**src/rtl/striping_pkg.sv**
```systemverilog
// Shared constants and lane-select state encoding for the two-lane striping block.
package striping_pkg;

  localparam int DATA_W = 32;
  localparam int LANES  = 2;

  typedef enum logic [1:0] {
    IDLE    = 2'd0,
    NEXT_L1 = 2'd1,
    NEXT_L0 = 2'd2
  } lane_state_e;

endpackage

```
**src/rtl/striping_lane.sv**
```systemverilog
// One output lane: captures a word on load and holds it for two clk_2f cycles,
// then drops valid and zeroes the data unless a fresh word replaces it.
module striping_lane
  import striping_pkg::*;
(
  input  logic              clk_2f,
  input  logic              reset,
  input  logic              load,
  input  logic [DATA_W-1:0] din,
  output logic [DATA_W-1:0] lane,
  output logic              valid
);

  logic hold;

  // NOTE: sequential state uses non-blocking assignments so every flop samples
  // pre-edge values regardless of statement order.
  always_ff @(posedge clk_2f or negedge reset) begin
    if (!reset) begin
      lane  <= '0;
      valid <= 1'b0;
      hold  <= 1'b0;
    end else if (load) begin
      lane  <= din;
      valid <= 1'b1;
      hold  <= 1'b0;
    end else if (valid) begin
      if (hold) begin
        lane  <= '0;
        valid <= 1'b0;
        hold  <= 1'b0;
      end else begin
        hold <= 1'b1;
      end
    end
  end

endmodule

```
**src/rtl/striping.sv**
```systemverilog
// Splits an incoming word stream alternately across two half-rate lanes,
// realigning to lane 0 after a gap of two or more idle cycles.
module striping
  import striping_pkg::*;
(
  input  logic              clk_2f,
  input  logic              reset,
  input  logic [DATA_W-1:0] data_in,
  input  logic              valid_in,
  output logic [DATA_W-1:0] lane_0,
  output logic              valid_0,
  output logic [DATA_W-1:0] lane_1,
  output logic              valid_1
);

  lane_state_e state, state_nxt;
  logic        gap_cnt, gap_nxt;
  logic        load_0, load_1;

  always_ff @(posedge clk_2f or negedge reset) begin
    if (!reset) begin
      state   <= IDLE;
      gap_cnt <= 1'b0;
    end else begin
      state   <= state_nxt;
      gap_cnt <= gap_nxt;
    end
  end

  // NOTE: every combinational output gets a default first so no path leaves
  // it unassigned, which would otherwise infer a latch.
  always_comb begin
    state_nxt = state;
    gap_nxt   = gap_cnt;
    load_0    = 1'b0;
    load_1    = 1'b0;
    if (valid_in) begin
      gap_nxt = 1'b0;
      if (state == NEXT_L1) begin
        load_1    = 1'b1;
        state_nxt = NEXT_L0;
      end else begin
        load_0    = 1'b1;
        state_nxt = NEXT_L1;
      end
    end else if (gap_cnt) begin
      // Second consecutive idle cycle marks a burst boundary.
      state_nxt = IDLE;
    end else begin
      gap_nxt = 1'b1;
    end
  end

  striping_lane u_lane_0 (
    .clk_2f (clk_2f),
    .reset  (reset),
    .load   (load_0),
    .din    (data_in),
    .lane   (lane_0),
    .valid  (valid_0)
  );

  striping_lane u_lane_1 (
    .clk_2f (clk_2f),
    .reset  (reset),
    .load   (load_1),
    .din    (data_in),
    .lane   (lane_1),
    .valid  (valid_1)
  );

endmodule

```
**config.mk**
```make
export PLATFORM = sky130hd
export DESIGN_NAME = striping
export DESIGN_NICKNAME = d
export VERILOG_FILES = /design/src/rtl/striping_pkg.sv /design/src/rtl/striping_lane.sv /design/src/rtl/striping.sv
export SDC_FILE = /design/constraint.sdc
export NUM_CORES = 1
export LEC_CHECK = 0
export ABC_AREA = 1
export BUFFER_PORTS_ARGS = -buffer_cell sky130_fd_sc_hd__buf_2
export CAP_MARGIN = 0
export CORE_AREA = 3 3 81 83
export CTS_CLUSTER_SIZE = 14
export DETAILED_ROUTE_END_ITERATION = 6
export DIE_AREA = 0 0 84 86
export PLACE_DENSITY = 0.77
export SETUP_SLACK_MARGIN = 0.2
export SYNTH_ARGS = -nofsm -noshare
export SYNTH_HDL_FRONTEND = slang
export SYNTH_SLANG_ARGS = --single-unit
```
**constraint.sdc**
```tcl
create_clock -name clk_2f -period 1.3 [get_ports clk_2f]
set_clock_uncertainty 0.1 [all_clocks]
set_input_delay 0.065 -clock clk_2f [delete_from_list [all_inputs] [get_ports clk_2f]]
set_output_delay 0.065 -clock clk_2f [all_outputs]
set_load 0.05 [all_outputs]
```
==> impl_metrics.json, run 1 <==
{
  "status": "completed",
  "final_area_um2": 4930,
  "tightest_slew_ns": 0.367,
  "cap_violations": 0,
  "syn-num-nets": 339,
  "ys_ff_latch": 71,
  "wire_per_inst_um": 17.2,
  "ys_seq_area_share_pct": 62.2,
  "syn_area_per_cell_um2": 9.40,
  "hold_viol": 0,
  "power.density_nw_per_um2": 2360,
  "die-area_um2": 7220,
  "synthesis.area_um2": 2860,
  "cp_cell_sequence": "nand3_4, clkinv_8, nand2_1, nand2_1",
  "finalSetupViolations": 0,
  "area_growth_pct": 72.5,
  "path_max_fanout": 32,
  "place_congestion": 0.789,
  "synth_edf_count": 0,
  "final_layout_size_suffix_gt1_share_pct": 43.5,
  "num_rows": 28,
  "dpl_cell_area_um2": 3590,
  "slew_viol_final": 0,
  "synthTopCellsByArea": "dfrtp_1 62%, nand2_1 17%, nand3_1 11%, buf_6 3.5%, nand2_2 1.3%",
  "holdCritPathClass": "in2reg",
  "initial_core_util_pct": 48.3,
  "max-slew-margin-rel_pct": 75.5,
  "grt_overflow": 0,
  "fmax_mhz": 805,
  "ir_worst_vdd_mv": 1.67,
  "coreArea_um2": 5920,
  "drtIter0Drc": 208,
  "multiInputGateArea_um2": 1140,
  "finalCritPeriodShare_pct": 95.5,
  "cpPeakStageDelay_ns": 0.46,
  "clkSinkCount": 71,
  "synth_cells": 304,
  "setup_ws_ns": 0.0581,
  "n_antenna_cell": 0,
  "vias": 2871,
  "cp-end-kind": "register",
  "hpwl_mm": 4.91,
  "worstPathArrival_ns": 1.37,
  "yosys_most_used_dff": "dfrtp_1",
  "totalWireLength_mm": 9.37,
  "min_period_ns": 1.24,
  "required_ns": 1.42,
  "async_flop_share_pct": 100,
  "grt_max_degree": 72,
  "synth_top_area_share_pct": 62.2,
  "first_pass_iters": 4,
  "grt_antenna_before_repair": 0,
  "p_leak_nw": 2.59,
  "holdWs_ns": 0.0545,
  "dp_slack_ns": 0.0783,
  "regArea_um2": 1780,
  "cts_tree": "built",
  "synth.distinct_cells": 16,
  "drc": 0,
  "cts-root-buf": "clkbuf_8",
  "clock_latency_ns": 0.34,
  "cts_made_buffers": 9,
  "fin_nets": 501,
  "path_clk_slew_ns": 0.08,
  "synthTopCellsByCount": "128 x nand2_1, 71 x dfrtp_1, 64 x nand3_1",
  "via_per_inst": 5.26,
  "fillers": 310,
  "worstSetupStartpointType": "register",
  "grt_first_pass_wirelength_mm": 13.3,
  "rsz0062_at_grt": "true",
  "cpMostUsedCell": "nand2_1",
  "yosys_warnings": 0,
  "worstSetupPathType": "reg2reg",
  "grt_pass1_vias": 2705,
  "fp.dieW_um": 84,
  "grt.total_usage_pct": 23.2,
  "die_height_um": 86,
  "htreeDepth": 3,
  "yosysMostFrequentCell": "nand2_1",
  "io_buffers": 100,
  "synth_top_area_cell": "dfrtp_1",
  "postRouteAntennaNets": 0,
  "io_pins": 101,
  "critical-path-slowest-cell": "dfrtp_2",
  "clock_path_buffers": 2
}
## area by class of cell
cell class	count	share of cell area, %
Inverter	6	0.711
Tap cell	75	1.90
Multi-Input combinational cell	209	23.1
Sequential cell	71	36.1
Timing Repair Buffer	169	33.9
Clock buffer	14	3.50
Clock inverter	2	0.762
## flip-flops by register name (all words and copies together), names as in the netlist
name and cells:
gap_cnt 1, state 2, u_lane_0.hold 1, u_lane_0.lane 32, u_lane_0.valid 1, u_lane_1.hold 1, u_lane_1.lane 32, u_lane_1.valid 1
## stage by stage
step                      setup TNS, ns  power, mW  utilization, %  instances
final                                 0       11.6            83.2        546
after global routing            -0.0299       12.1            83.2        546
after CTS                             0       10.8            75.7        523
after detailed placement              0       8.16            60.6        470
after global placement                0       8.04            60.6        470
after floorplan                       0       6.99               -        304
## power breakdown
part	switching [mW]	internal [mW]	total [mW]
sequential	0.677	2.92	3.60
clock	0.820	1.05	1.87
combinational	3.89	2.28	6.17
total	5.39	6.25	11.6
## per-layer routing
layer / routed length (um) / GRT usage (%)
met3: 600 / 4.23
met4: 200 / 8.19
met5: 0 / 0
met2: 4990 / 41.4
met1: 3580 / 28.5
## critical path, delay by kind of cell (launching register included)
kind,cells,cell delay (ns)
buffers and inverters,1,0.17
flip-flops,1,0.46
AND/OR/NAND/NOR,3,0.40
## path summary, 6_finish.rpt
check                                         startpoint                            end  slack [ns]  depth (start not counted)
setup / recovery                    state[0]$_DFFE_PN0P_   u_lane_1.lane[7]$_DFFE_PN0P_        0.06                          4
hold reg to reg            u_lane_1.lane[25]$_DFFE_PN0P_  u_lane_1.lane[25]$_DFFE_PN0P_        0.41                          2
hold / removal                                  valid_in           state[0]$_DFFE_PN0P_        0.05                          3
setup reg to reg                    state[0]$_DFFE_PN0P_   u_lane_1.lane[7]$_DFFE_PN0P_        0.06                          4
min in group asynchronous                          reset  u_lane_1.lane[12]$_DFFE_PN0P_        0.18                          3
max in group asynchronous                          reset       u_lane_1.valid$_DFF_PN0_        0.61                          3
## cell families (layout without fill, tap and decap cells)
logic type | after synthesis | in the layout | synth area share (%)
simple gates | 204 | 204 | 30.7
buf+inv | 24 | 191 | 5.87
compound gates | 5 | 5 | 1.27
flops | 71 | 71 | 62.2
## cell usage in the layout, fill, tap and decap left out, drive strengths merged
cell,count
clkinv,1
nand2,134
a21oi,1
inv,5
or2,1
nor2,4
clkbuf,17
o21ai,4
bufinv,1
nand3,65
dfrtp,71
dlygate4sd3,34
clkinvlp,1
buf,132
## what timing repair did
action	CTS	global route
pin swaps	1	14
endpoints found under the setup margin	135	122
resized for setup	101	58
gates cloned	1	4
hold buffers	34	0
setup buffers	2	19
endpoints found under the hold margin	136	0
No activity file was read; power rests on OpenSTA's default activity.
==> run 2: changes to the inputs <==
- ABC_AREA: 1 -> unset
- MAX_ROUTING_LAYER: unset -> met4
- PLACE_DENSITY: 0.77 -> 0.78
- clock period: 1.3 -> 1.2 ns (I/O delays scaled with it)
==> run 2 against run 1 <==
Via count is 29% higher. Fmax decreased by 14%. The run now ends with setup timing left. First-iteration DRC count increased by 100%. Largest cell class is now non-clock buffers. Worst setup slack got worse by 0.31 ns. Synthesized cell count rose by 0.99%. Hold slack better by 0.036 ns. Flip-flop and latch count is the same.
==> impl_metrics.json, run 2 <==
{
  "power.density_nw_per_um2": 2620,
  "grt_first_pass_wirelength_mm": 17.4,
  "synthMuxAreaShare_pct": 0,
  "synthTopCellsByCount": "100 x nand2_1, 71 x dfrtp_1, 64 x nand3_1",
  "fmax_mhz": 689,
  "finalCritPeriodShare_pct": 121,
  "synth_top_family_by_area": "simple AND/OR/NAND/NOR gates",
  "fin_nets": 550,
  "io_pins": 101,
  "synthXorXnorAreaFrac_pct": 0.594,
  "num_rows": 28,
  "synth_cells": 307,
  "yosys_most_used_dff": "dfrtp_1",
  "grt_antenna_before_repair": 1,
  "htreeDepth": 3,
  "top_regs": "u_lane_0.lane: 32 flops, u_lane_1.lane: 32 flops, state: 2 flops",
  "path_clk_slew_ns": 0.09,
  "totalWireLength_mm": 15.7,
  "clock_path_buffers": 2,
  "required_ns": 1.34,
  "synth.distinct_cells": 18,
  "via_per_inst": 6.21,
  "grt_max_degree": 72,
  "worstSetupStartpointType": "register",
  "synthAdderAreaFrac_pct": 0,
  "synth_edf_count": 0,
  "synth_top_area_share_pct": 60.2,
  "status": "finished with violations",
  "worstSetupPathType": "reg2reg",
  "clock_latency_ns": 0.36,
  "post-place-cells": 472,
  "vias": 3702,
  "share_comb_of_total_power_pct": 59.3,
  "cts_made_buffers": 9,
  "cts_tree": "built",
  "p_leak_nw": 2.84,
  "drtIter0Drc": 419,
  "fillers": 140,
  "cp-end-kind": "register",
  "finalSetupViolations": 70,
  "yosysMostFrequentCell": "nand2_1",
  "fin_cells": 596,
  "async_flop_share_pct": 100,
  "clockPowerShare_pct": 13.4,
  "syn_area_per_cell_um2": 9.61,
  "grt_overflow": 0,
  "fp.dieW_um": 84,
  "rsz0062_at_grt": "true",
  "hpwl_mm": 5.34,
  "violations": "setup timing",
  "p_int_mw": 7.68,
  "drc": 0,
  "max-slew-margin-rel_pct": 73.7,
  "min_period_ns": 1.45,
  "yosys_warnings": 0,
  "final_cell_mix": "84 x nand2_1, 71 x buf_6, 68 x dfrtp_1",
  "cap_violations": 0,
  "ys_seq_area_share_pct": 60.2,
  "die_height_um": 86,
  "ir_worst_vdd_mv": 1.93,
  "p_sw_mw": 7.14,
  "worstPathArrival_ns": 1.59,
  "coreArea_um2": 5920,
  "switching_share_pct": 48.2,
  "path_max_fanout": 6,
  "grt_pass1_vias": 3272,
  "grt.total_usage_pct": 32.5,
  "ys_ff_latch": 71,
  "synthTopCellsByArea": "dfrtp_1 60%, nand2_1 13%, nand3_1 11%, o21ai_2 7.1%, buf_2 1.5%",
  "setup_ws_ns": -0.251,
  "dp_slack_ns": -0.0417,
  "seqPwrFrac_pct": 27.2,
  "syn-num-nets": 342,
  "synth_top_area_cell": "dfrtp_1",
  "tightest_slew_ns": 0.395,
  "hold_viol": 0,
  "slew_viol_final": 0,
  "area_growth_pct": 91.6,
  "place_congestion": 0.820,
  "clkSinkCount": 71,
  "io_buffers": 100,
  "final_layout_size_suffix_gt1_share_pct": 59.6,
  "holdCritPathClass": "in2reg",
  "die-area_um2": 7220,
  "first_pass_iters": 5,
  "cts-root-buf": "clkbuf_8",
  "postRouteAntennaNets": 0,
  "synth-simple-area-share_pct": 25.0,
  "initial_core_util_pct": 49.8,
  "synthesis.area_um2": 2950,
  "totalPowerFinal_mw": 14.8,
  "final_common_cell": "nand2_1",
  "wire_per_inst_um": 26.3,
  "synth_compound_area_share_pct": 9.16
}
==> run 2: cell count changes after synthesis, sizes merged, moves of 2 or more <==
cell,previous run,this run
inv,5,3
nand2,134,100
o21ai,4,33
xnor2,0,2
buf,17,15
clkbuf,1,10
a21o,0,2
==> run 2: cell families after synthesis <==
kind of cell	count (synthesis)
XOR/XNOR	2
flip-flops	71
AO/OA/AOI/OAI	35
buffers and inverters	28
AND/OR/NAND/NOR	171
==> run 2: path summary, 6_finish.rpt <==
kind,startpoint,end,slack [ns],cells after the start
max in group asynchronous,reset,u_lane_0.lane[27]$_DFFE_PN0P_,0.46,3
min,valid_in,u_lane_0.lane[10]$_DFFE_PN0P_,0.09,3
min reg2reg,gap_cnt$_DFF_PN0_,state[1]$_DFFE_PN0P_,0.45,3
max reg2reg,state[1]$_DFFE_PN0P_,u_lane_1.lane[13]$_DFFE_PN0P_,-0.25,5
min in group asynchronous,reset,u_lane_0.lane[15]$_DFFE_PN0P_,0.17,3
max,state[1]$_DFFE_PN0P_,u_lane_1.lane[13]$_DFFE_PN0P_,-0.25,5
==> run 2: per-stage QoR <==
step	hold WS [ns]	util (%)	cell area [um2]	TNS [ns]
after floorplan	-0.336	-	3170	-4.58
after global placement	0.0128	63.4	3750	0
after detailed placement	0.0144	63.4	3750	-0.982
after CTS	0.0308	87.6	5190	-0.325
after global routing	0.0850	95.4	5650	-10.31
final	0.0903	95.4	5650	-10.88
==> run 2: area by class of cell <==
| type | count | area (um2) | share of cell area (%) |
|---|---|---|---|
| Timing Repair Buffer | 221 | 2130 | 37.8 |
| Sequential cell | 71 | 1780 | 31.5 |
| Multi-Input combinational cell | 209 | 1430 | 25.4 |
| Clock buffer | 14 | 183 | 3.23 |
| Tap cell | 75 | 93.8 | 1.66 |
| Clock inverter | 2 | 12.5 | 0.221 |
| Inverter | 3 | 11.3 | 0.199 |
| Antenna cell | 1 | 2.50 | 0.0443 |
==> run 2: worst max-delay path, cell delays in order, from the launching register on <==
cell,delay [ns]
dfrtp_1,0.45
nand3b_1,0.27
buf_6,0.20
buf_6,0.14
nand3_2,0.07
nand2_1,0.10
==> run 2: what timing repair did <==
item | in CTS | in global routing
hold buffers | 33 | 0
gates cloned | 4 | 2
setup endpoints to repair | 135 | 136
buffers inserted | 42 | 26
pin swaps | 43 | 44
endpoints found under the hold margin | 135 | 0
gates resized for setup | 168 | 50
==> run 2: metal layers <==
layer	GRT usage, %	routed length (um)
met4	15.8	1190
met1	37.4	5330
met2	55.6	7640
met5	-	0
met3	5.57	1540
==> run 2: power by group through the flow <==
| stage | Sequential [mW] | Clock [mW] | Combinational, mW |
|---|---|---|---|
| global placement | 3.70 | 0 | 5.30 |
| finish | 4.03 | 1.99 | 8.80 |
| detailed placement | 3.73 | 0 | 5.39 |
| global route | 4.05 | 2.09 | 9.01 |
| CTS | 3.81 | 1.87 | 7.34 |
| floorplan | 6.28 | 0 | 1.49 |
==> run 3: changes to the inputs <==
- ABC_AREA: unset -> 1
- PLACE_DENSITY: 0.78 -> 0.77
==> run 3 against run 2 <==
The flow still finishes with violations (setup timing). Hold slack gained 0.030 ns. Routed wire length shrank 5.0%. Register-to-register slack gained 0.07 ns. Critical path depth grew 1. Critical path type unchanged.
==> impl_metrics.json, run 3 (synthesized netlist as in run 1, its figures left out) <==
{
  "final_layout_size_suffix_gt1_share_pct": 54.6,
  "cts_made_buffers": 9,
  "final_cell_mix": "111 x nand2_1, 72 x buf_4, 68 x dfrtp_1",
  "num_rows": 28,
  "cp-end-kind": "register",
  "path_max_fanout": 16,
  "status": "finished with violations",
  "place_congestion": 0.777,
  "area_growth_pct": 94.2,
  "required_ns": 1.39,
  "grt.total_usage_pct": 30.3,
  "totalWireLength_mm": 14.9,
  "grt_overflow": 0,
  "coreArea_um2": 5920,
  "fin_nets": 559,
  "slew_viol_final": 0,
  "die_height_um": 86,
  "initial_core_util_pct": 48.3,
  "worstPathArrival_ns": 1.57,
  "clock_latency_ns": 0.35,
  "startpoint": "state[1]$_DFFE_PN0P_",
  "final_core_util_pct": 93.7,
  "grt_pass1_vias": 3295,
  "io_buffers": 100,
  "path_clk_slew_ns": 0.08,
  "clkSinkCount": 71,
  "cts_tree": "built",
  "n_antenna_cell": 0,
  "holdCritPathClass": "in2async",
  "cts-root-buf": "clkbuf_8",
  "totalPowerFinal_mw": 14.0,
  "fmax_mhz": 722,
  "hold_viol": 0,
  "rsz0062_at_grt": "true",
  "wire_per_inst_um": 24.8,
  "first_pass_iters": 5,
  "setup_ws_ns": -0.184,
  "fin_setup_tns_ns": -6.71,
  "die-area_um2": 7220,
  "drtIter0Drc": 456,
  "htreeDepth": 3,
  "hpwl_mm": 5.07,
  "clock_path_buffers": 2,
  "cpPeakStageDelay_ns": 0.41,
  "critPathTopFamily": "buffers and inverters",
  "postRouteAntennaNets": 0,
  "p_leak_nw": 2.94,
  "worstSetupStartpointType": "register",
  "drc": 0,
  "finalSetupViolations": 69,
  "grt_max_degree": 40,
  "max-slew-margin-rel_pct": 76.6,
  "ir_worst_vdd_mv": 1.89,
  "via_per_inst": 5.96,
  "worstReg2RegStart": "state[1]$_DFFE_PN0P_",
  "tightest_slew_ns": 0.350,
  "cp_num_buf_inv": 3,
  "violations": "setup timing",
  "holdWs_ns": 0.121,
  "cp_cell_sequence": "inv_4, nand3_4, clkbuf_16, inv_6, nand2_1, nand2_1",
  "cpMostUsedCell": "nand2_1",
  "io_pins": 101,
  "worstSetupPathType": "reg2reg",
  "grt_first_pass_wirelength_mm": 16.4,
  "final_common_cell": "nand2_1",
  "critical-path-slowest-cell": "dfrtp_1",
  "cap_violations": 0,
  "rrSetupSlack_ns": -0.18,
  "vias": 3587,
  "dp_slack_ns": -0.0247,
  "min_period_ns": 1.38,
  "power.density_nw_per_um2": 2520,
  "top_regs": "u_lane_0.lane: 32 flops, u_lane_1.lane: 32 flops, state: 2 flops",
  "grt_antenna_before_repair": 0,
  "fp.dieW_um": 84,
  "finalCritPeriodShare_pct": 115
}
==> run 3: repair_timing <==
item	in CTS	in global routing
endpoints found under the setup margin	135	136
cloned	1	9
hold buffers	34	0
hold endpoints to repair	136	0
buffers inserted	40	32
gates resized for setup	166	22
pin swaps	39	10
==> run 3: cell type report <==
type	count	area [um2]
Clock buffer	12	145
Timing Repair inverter	1	8.76
Fill cell	158	372
Timing Repair Buffer	226	2230
Tap cell	75	93.8
Multi-Input combinational cell	209	1250
Sequential cell	71	1780
Inverter	6	37.5
Clock inverter	2	10.0
==> run 3: worst register-to-register path: stages, from the launching register on <==
cell	delay, ns
dfrtp_1	0.41
inv_4	0.12
nand3_4	0.11
clkbuf_16	0.20
inv_6	0.17
nand2_1	0.10
nand2_1	0.12
==> run 3: path summary, 6_finish.rpt <==
kind,depth (start not counted),endpoint
max in group asynchronous,3,u_lane_1.valid$_DFF_PN0_
min in group clk_2f,3,state[1]$_DFFE_PN0P_
worst max register to register,6,u_lane_1.lane[13]$_DFFE_PN0P_
worst min-delay path,2,u_lane_0.lane[17]$_DFFE_PN0P_
worst min register to register,2,u_lane_1.lane[3]$_DFFE_PN0P_
worst max-delay path,6,u_lane_1.lane[13]$_DFFE_PN0P_
==> run 3: per-layer routing <==
metal / vias to the layer above / global-route usage [%] / routed length [um]
met1: 1731 / 33.1 / 5040
met4: 0 / 12.1 / 947
met2: 340 / 54.3 / 7510
met3: 105 / 6.15 / 1430
li1: 1411 / - / -
met5: - / - / 0
==> run 3: through the flow <==
step	cells	area, um2
6_report	602	5550
5_1_grt	602	5550
4_1_cts	561	5010
3_5_place_dp	472	3630
3_3_place_gp	472	3630
2_1_floorplan	304	3050
==> run 3: where the power goes <==
| group | switching, mW | total, mW | internal, mW | leakage (nW) |
|---|---|---|---|---|
| Combinational | 4.95 | 8.22 | 3.27 | 1.95 |
| Sequential | 0.844 | 4.01 | 3.16 | 0.901 |
| Clock | 0.960 | 1.74 | 0.782 | 0.0821 |
| Total | 6.75 | 14.0 | 7.21 | 2.94 |
